`config.mk`:
```
export PLATFORM = sky130hd
export DESIGN_NAME = aload_sequencer
export DESIGN_NICKNAME = d
export VERILOG_FILES = /design/src/rtl/aload_sequencer.sv
export SDC_FILE = /design/constraint.sdc
export NUM_CORES = 1
export LEC_CHECK = 0
export CORE_MARGIN = 1
export CORE_UTILIZATION = 42
export CTS_BUF_LIST = sky130_fd_sc_hd__clkbuf_2 sky130_fd_sc_hd__clkbuf_4 sky130_fd_sc_hd__clkbuf_8
export CTS_CLUSTER_SIZE = 28
export DETAILED_ROUTE_END_ITERATION = 10
export PLACE_DENSITY = 0.92
export SYNTH_ARGS = -nofsm -noshare
export SYNTH_HDL_FRONTEND = slang
export SYNTH_SLANG_ARGS = --single-unit
```
`constraint.sdc`:
```
create_clock -name clk -period 1.6 [get_ports clk]
set_input_delay 0.32 -clock clk [delete_from_list [all_inputs] [get_ports clk]]
set_output_delay 0.32 -clock clk [all_outputs]
set_load 0.02 [all_outputs]
```
`src/rtl/aload_sequencer.sv`:
```
// Upstream sequencer for a bank of async-load flip-flops: drives the rval bus and a
// registered, glitch-free load strobe, then checks the bank's Q against the loaded word.
module aload_sequencer #(
  parameter int unsigned            WIDTH     = 8,
  parameter int unsigned            SETUP_CYC = 2,
  parameter int unsigned            PULSE_CYC = 2,
  parameter int unsigned            RECOV_CYC = 2,
  parameter logic [WIDTH-1:0]       RESET_VAL = '0
) (
  input  logic             clk,
  input  logic             arst_n,
  input  logic             req_valid,
  output logic             req_ready,
  input  logic [WIDTH-1:0] req_value,
  output logic [WIDTH-1:0] load_rval,
  output logic             load_arst,
  input  logic [WIDTH-1:0] ff_q,
  output logic             busy,
  output logic             done,
  output logic             mismatch
);

  localparam int unsigned MAX_SP  = (SETUP_CYC > PULSE_CYC) ? SETUP_CYC : PULSE_CYC;
  localparam int unsigned MAX_CYC = (MAX_SP > RECOV_CYC) ? MAX_SP : RECOV_CYC;
  localparam int unsigned CNT_W   = (MAX_CYC > 1) ? $clog2(MAX_CYC) : 1;

  generate
    if (SETUP_CYC < 1 || PULSE_CYC < 1 || RECOV_CYC < 1) begin : g_bad_cyc
      $error("aload_sequencer: SETUP_CYC, PULSE_CYC and RECOV_CYC must all be >= 1");
    end
  endgenerate

  typedef enum logic [1:0] {
    IDLE,
    SETUP,
    PULSE,
    RECOV
  } state_t;

  state_t             r_state;
  logic [CNT_W-1:0]   r_cnt;
  logic [WIDTH-1:0]   r_rval;
  logic               r_arst;
  logic               r_done;
  logic               r_mism;

  state_t             w_state_nxt;
  logic [CNT_W-1:0]   w_cnt_nxt;
  logic [WIDTH-1:0]   w_rval_nxt;
  logic               w_arst_nxt;
  logic               w_done_nxt;
  logic               w_mism_nxt;
  logic               w_cnt_zero;
  logic               w_ready;

  assign w_cnt_zero = (r_cnt == '0);
  assign w_ready    = (r_state == IDLE);

  // The strobe's next value is decoded here but only ever reaches the pin through r_arst.
  always_comb begin
    w_state_nxt = r_state;
    w_cnt_nxt   = r_cnt;
    w_rval_nxt  = r_rval;
    w_arst_nxt  = 1'b0;
    w_done_nxt  = 1'b0;
    w_mism_nxt  = r_mism;
    unique case (r_state)
      IDLE: begin
        if (req_valid && w_ready) begin
          w_rval_nxt  = req_value;
          w_cnt_nxt   = CNT_W'(SETUP_CYC - 1);
          w_state_nxt = SETUP;
        end
      end
      SETUP: begin
        if (w_cnt_zero) begin
          w_state_nxt = PULSE;
          w_cnt_nxt   = CNT_W'(PULSE_CYC - 1);
          w_arst_nxt  = 1'b1;
        end else begin
          w_cnt_nxt = r_cnt - CNT_W'(1);
        end
      end
      PULSE: begin
        w_arst_nxt = 1'b1;
        if (w_cnt_zero) begin
          w_state_nxt = RECOV;
          w_cnt_nxt   = CNT_W'(RECOV_CYC - 1);
          w_arst_nxt  = 1'b0;
        end else begin
          w_cnt_nxt = r_cnt - CNT_W'(1);
        end
      end
      RECOV: begin
        if (w_cnt_zero) begin
          w_state_nxt = IDLE;
          w_done_nxt  = 1'b1;
          w_mism_nxt  = (ff_q != r_rval);
        end else begin
          w_cnt_nxt = r_cnt - CNT_W'(1);
        end
      end
      default: begin
        w_state_nxt = IDLE;
      end
    endcase
  end

  always_ff @(posedge clk or negedge arst_n) begin
    if (!arst_n) begin
      r_state <= IDLE;
      r_cnt   <= '0;
      r_rval  <= RESET_VAL;
      r_arst  <= 1'b0;
      r_done  <= 1'b0;
      r_mism  <= 1'b0;
    end else begin
      r_state <= w_state_nxt;
      r_cnt   <= w_cnt_nxt;
      r_rval  <= w_rval_nxt;
      r_arst  <= w_arst_nxt;
      r_done  <= w_done_nxt;
      r_mism  <= w_mism_nxt;
    end
  end

  assign req_ready = w_ready;
  assign busy      = ~w_ready;
  assign load_rval = r_rval;
  assign load_arst = r_arst;
  assign done      = r_done;
  assign mismatch  = r_mism;

endmodule
```
==> results.json <==
{
  "track_usage_pct": 19.9,
  "slew_violations": 0,
  "port_buffers": 31,
  "net-switching-power_mw": 0.816,
  "syn_avg_cell_area_um2": 12.8,
  "wl_per_cell_um": 13.9,
  "post-cts-setup-buffer-count": 0,
  "instances_no_fill": 111,
  "final_layout_size_suffix_gt1_share_pct": 27.4,
  "worst_pin_slew_ns": 0.320,
  "drc": 0,
  "final_nets": 121,
  "worstSkewPairLatency_ns": 0.28,
  "cts_inserted_buffers": 3,
  "maxCapViolCount": 0,
  "cts_buffer_depth": 2,
  "fin_ws_ns": 0.0689,
  "syn_area_um2": 702,
  "placed_cells": 108,
  "ir_worst_vdd_v": 0.00121,
  "wl_um": 1550,
  "r2r_slack_ns": 0.17,
  "ys_warn_count": 0,
  "power_leakage_nw": 0.519,
  "grt_pass1_wl_um": 2620,
  "grt_max_degree": 15,
  "synth_top_cells_by_count": "dfrtp_1 (14), mux2_2 (9), xor2_1 (8)",
  "dp_slack_ns": -0.00352,
  "drt-pass1-iter-count": 4,
  "die_y_um": 42.9,
  "yosys.area.top_type": "dfrtp_1",
  "htreeDepth": 1,
  "regToRegStartpoint": "r_state[0]",
  "timing.final.crit_share_pct": 95.7,
  "r2r_cells": 5,
  "grt_remaining_overflow": 0,
  "vias": 564,
  "die_width_um": 42.9,
  "cpPeakStageDelay_ns": 0.39,
  "synthMuxAreaShare_pct": 18.0,
  "start_util_pct": 45.5,
  "yosysSeqAreaShare_pct": 49.9,
  "hold_viol": 0,
  "cts_tree": "done",
  "ant_nets": 0,
  "grt_antenna_before_repair": 0,
  "outcome": "finished, final reports clean",
  "rsz0062_at_grt": "false",
  "hold_class": "input pin to async pin",
  "ctsRootBufferMaster": "clkbuf_4",
  "dp_hpwl_um": 1230,
  "finalCriticalPeriod_ns": 1.53,
  "synth_compound_area_share_pct": 4.63,
  "synth-seq-cells": 14,
  "yosysTopAreaCellShare_pct": 49.9,
  "ios": 32,
  "synth_edf_count": 0,
  "synthesis.nets": 79,
  "cp_data_arrival_time_ns": 1.21,
  "coreArea_um2": 1540,
  "switching_share_pct": 38.9,
  "first_iter_violations": 5,
  "cp_max_fo": 4,
  "antennaDiodeCount": 0,
  "synthCells": 55,
  "die-area_um2": 1840,
  "slew_headroom_pct": 78.5,
  "cp.required_ns": 1.28,
  "yosys.area_share.adder_pct": 8.91,
  "setup-violations-final": 0,
  "timing.rr.end": "r_state[1]",
  "synth_flop_cell": "dfrtp_1",
  "synth_top_family_by_area": "multiplexers",
  "areaGrowthSynthToFinish_pct": 58.8,
  "path_class": "flop to output port",
  "num_rows": 14,
  "synth_most_common_cell": "dfrtp_1",
  "cp_slowest_cell": "dfrtp_1",
  "place_congestion": 0.722,
  "synthXorXnorAreaFrac_pct": 9.98,
  "comb_power_share_pct": 60.1,
  "fmax_mhz": 653,
  "powerDensity_nw_per_um2": 1880,
  "pwr-share-seq_pct": 30.8,
  "cp_cell_sequence": "inv_2 -> ha_4 -> inv_1 -> clkdlybuf4s15_2",
  "vias_per_cell": 5.08,
  "cts_sinks": 14,
  "end_kind": "output port",
  "yosys.area_share.simple_pct": 6.95,
  "cp-start-kind": "flop",
  "power.internal_mw": 1.28,
  "yosys-top-cells-area": "dfrtp_1 (50%), mux2_2 (14%), xor2_1 (10%)",
  "pwr-share-clk_pct": 9.1,
  "synth-async-reset-ratio_pct": 100,
  "finalCoreUtilization_pct": 72.3,
  "synth_cell_types": 16,
  "setup_tns_ns": 0,
  "grt_pass1_vias": 593,
  "clk_pin_slew_ns": 0.08,
  "finClkSkew_ns": 0.00233,
  "setup.worst_path.start": "r_state[0]"
}
[sequential cells by signal (all words and copies together), names as in the netlist]
signal	flops
load_rval	8
r_state	2
done	1
load_arst	1
mismatch	1
r_cnt	1
[per-stage QoR]
step | hold WS, ns | power [mW] | area, µm²
after CTS | 0.338 | 2.11 | 1110
after detailed placement | 0.531 | 1.94 | 1080
after floorplan | 0.0244 | 1.37 | 704
after global placement | 0.525 | 1.89 | 1080
final | 0.341 | 2.10 | 1110
after global routing | 0.345 | 2.26 | 1110
[repair_timing]
action,4_1_cts,5_1_grt
pin swaps,1,0
hold buffers,0,0
setup endpoints to repair,8,4
gates resized for setup,13,5
[worst max-delay path: cells and delay by family (launching register included)]
family     cells  cell delay (ns)
flops          1             0.39
fa+ha+maj      1             0.15
buf+inv        3             0.39
[layer usage]
metal / part of all wire [%] / vias to the layer above / track usage [%] / wire [µm]
li1: - / 266 / - / -
met1: 39 / 277 / 22.4 / 599
met2: 54 / 18 / 34.8 / 833
met3: 5.8 / 3 / 4.68 / 89
met4: 1.4 / 0 / 9.38 / 22
met5: 0 / - / 0 / 0
[cell type report]
| class | count | area (µm²) |
|---|---|---|
| fill | 117 | 427 |
| timing repair buffer | 37 | 358 |
| multi-input combinational | 38 | 353 |
| sequential | 14 | 350 |
| clock buffer | 3 | 22.5 |
| tap | 16 | 20.0 |
| inverter | 3 | 11.3 |
[worst max path at each step]
stage / slack, ns / to
2_1_floorplan: 0.05 / r_state[1]
3_3_place_gp: 0.05 / busy
3_5_place_dp: -0.004 / busy
4_1_cts: 0.0004 / load_rval[1]
5_1_grt: 0.0007 / busy
6_report: 0.07 / busy
[cells by family after synthesis]
kind of cell / Yosys count
flip-flops: 14
adder cells (fa/ha/maj): 5
buffers and inverters: 3
AO/OA/AOI/OAI: 5
XOR/XNOR: 8
multiplexers: 11
AND/OR/NAND/NOR: 9
[placed cells by master, fill, tap and decap left out, drive strengths merged]
cell type / instances
buf: 6
dfrtp: 14
nor4: 2
inv: 3
o21ai: 3
nor2: 3
mux2i: 1
ha: 5
a31oi: 1
xor2: 8
dlygate4sd2: 6
clkdlybuf4s50: 20
mux2: 10
clkbuf: 3
clkdlybuf4s15: 2
o31ai: 1
dlymetal6s2s: 3
nand2: 1
nor2b: 3
[power groups by stage]
| stage | combinational [mW] | sequential [mW] | clock, mW |
|---|---|---|---|
| 3_3_place_gp | 1.24 | 0.644 | 0 |
| 6_report | 1.26 | 0.647 | 0.191 |
| 2_1_floorplan | 0.561 | 0.808 | 0 |
| 4_1_cts | 1.27 | 0.647 | 0.202 |
| 5_1_grt | 1.37 | 0.673 | 0.217 |
| 3_5_place_dp | 1.29 | 0.658 | 0 |
No activity file was read; power rests on OpenSTA's default activity.
==> edit: new RTL, config.mk and constraints unchanged <==
Change the parameter `WIDTH` from 8 to 6.
--- a/src/rtl/aload_sequencer.sv
+++ b/src/rtl/aload_sequencer.sv
@@ -1,7 +1,7 @@
 // Upstream sequencer for a bank of async-load flip-flops: drives the rval bus and a
 // registered, glitch-free load strobe, then checks the bank's Q against the loaded word.
 module aload_sequencer #(
-  parameter int unsigned            WIDTH     = 8,
+  parameter int unsigned            WIDTH     = 6,
   parameter int unsigned            SETUP_CYC = 2,
   parameter int unsigned            PULSE_CYC = 2,
   parameter int unsigned            RECOV_CYC = 2,
Ports: changed (resized ff_q, load_rval and req_value); port bits go from 32 to 26. No check against the original RTL was run, so the function may have changed too.
==> edit against the unedited design <==
Count of clock-buffer cells in the layout did not move; worst setup slack got worse by 4.5 ps; synthesized area fell by 13%; highest routed layer is now met3; fmax fell by 0.29%; non-clock buffer count fell by 8; sequential share of layout area rose by 0.40 points; critical path type unchanged; wire length fell by 21%; sequential cell count fell by 2; synthesized cell count fell by 13%; design area fell by 15%; total power fell by 13%.
==> edit: results (changes against the unedited design) <==
[clock_tree]
cts_resized = 9  ; was 13
clk_latency_ps = 260  ; was 280 ps
clkTransAtPathRegs_ps = 60  ; was 80 ps

[grt]
grt_pass1_vias = 445  ; was 593
grt_use_total_pct = 18.29  ; was 19.87%
grt_pass1_wl_um = 1869  ; was 2615 um
grt_max_degree = 13  ; was 15

[worst_hold_path]
min_path_type = input pin to async pin  ; unchanged

[placement]
place_inst = 92  ; was 108
postPlaceCellArea_um2 = 914.6  ; was 0.001080 mm2
place.gp.congestion = 0.7524  ; was 0.7223
place_ws_ps = -4.416  ; was -3.518 ps

[routing]
vias = 470  ; was 564
drt_iter0_drc = 9  ; was 5
post_drt_wl_per_cell_um = 12.88  ; was 13.92 um
firstDrtPassIters = 2  ; was 4

[sta]
fin_skew_ps = 1.487  ; was 2.333 ps
worst_pin_slew_ps = 537.9  ; was 319.8 ps
finalHoldWorstSlack_ps = 405.9  ; was 340.9 ps

[status]
run_status = finished clean  ; unchanged

[logic_synthesis]
synth_cell_types = 16  ; unchanged
avgSynthCellArea_um2 = 12.77  ; was 12.76 um2
synth_area_leaders = dfrtp_1 (49%), mux2_2 (15%), ha_1 (10%)  ; was dfrtp_1 (50%), mux2_2 (14%), xor2_1 (10%)
synth_fp_nets = 68  ; was 79

[setup_path]
crit_slowest_cell = dfrtp_1  ; unchanged
r2r_cells = 6  ; was 5

[die]
core_region_area_mm2 = 0.001334  ; was 0.001541 mm2

[layout]
nets = 102  ; was 121
largest_reg_flops = 6  ; was 8
drive_gt1_share_pct = 27.50  ; was 27.37%

[power]
cellLeakagePower_nw = 0.4389  ; was 0.5192 nW

-- edit: cell types whose count changed in the layout (fill, tap and decap cells not counted), moves of 2 or more --
cell and change:
dfrtp_1 -2, dlygate4sd2_1 -2, clkdlybuf4s50_1 -3, xor2_1 -4, nor4_1 -2, xnor2_1 +2, buf_4 -2
-- edit: power breakdown --
| group | internal (mW) | switching [mW] |
|---|---|---|
| logic | 0.564 | 0.521 |
| registers | 0.450 | 0.113 |
| clock network | 0.0869 | 0.0839 |
| total | 1.10 | 0.718 |
-- edit: per-layer routing --
| metal | up-vias | share of wire (%) | global-route usage (%) |
|---|---|---|---|
| li1 | 229 | - | - |
| met1 | 230 | 38 | 18.49 |
| met2 | 11 | 59 | 33.47 |
| met3 | 0 | 3.1 | 6.667 |
| met4 | 0 | 0 | 7.500 |
| met5 | - | 0 | 0 |
-- edit: worst paths after layout --
| path | startpoint | to |
|---|---|---|
| max | r_state[1] | busy |
| max in group asynchronous | arst_n | r_state[1] |
| min in group clk | load_rval[4] | load_rval[4] |
| min | arst_n | load_rval[2] |
| max reg2reg | r_state[1] | r_state[1] |
| min reg2reg | load_rval[4] | load_rval[4] |
-- edit: worst reg2reg max path: cells and delay by family (launching register included) --
family / cells / cell delay (ps)
muxes: 1 / 350
buffers and inverters: 2 / 250
DFF: 1 / 380
adders and majority gates: 1 / 180
AOI/OAI and AO/OA: 2 / 160
-- edit: final cells by class --
class                   count  area [um2]
clock buffers               3       22.52
fillers                   101       390.4
inverters                   3       11.26
well taps                  15       18.77
flip-flops and latches     12       300.3
repair buffers             29       276.5
multi-input cells          33       314.1
-- edit: logic make-up after synthesis --
family,count (synthesis),share of synthesized area [%]
mux,9,16.33
simple gates,8,7.754
flops,12,48.98
buf+inv,3,1.837
xor+xnor,6,8.571
fa+ha+maj,5,10.20
compound gates,5,6.327
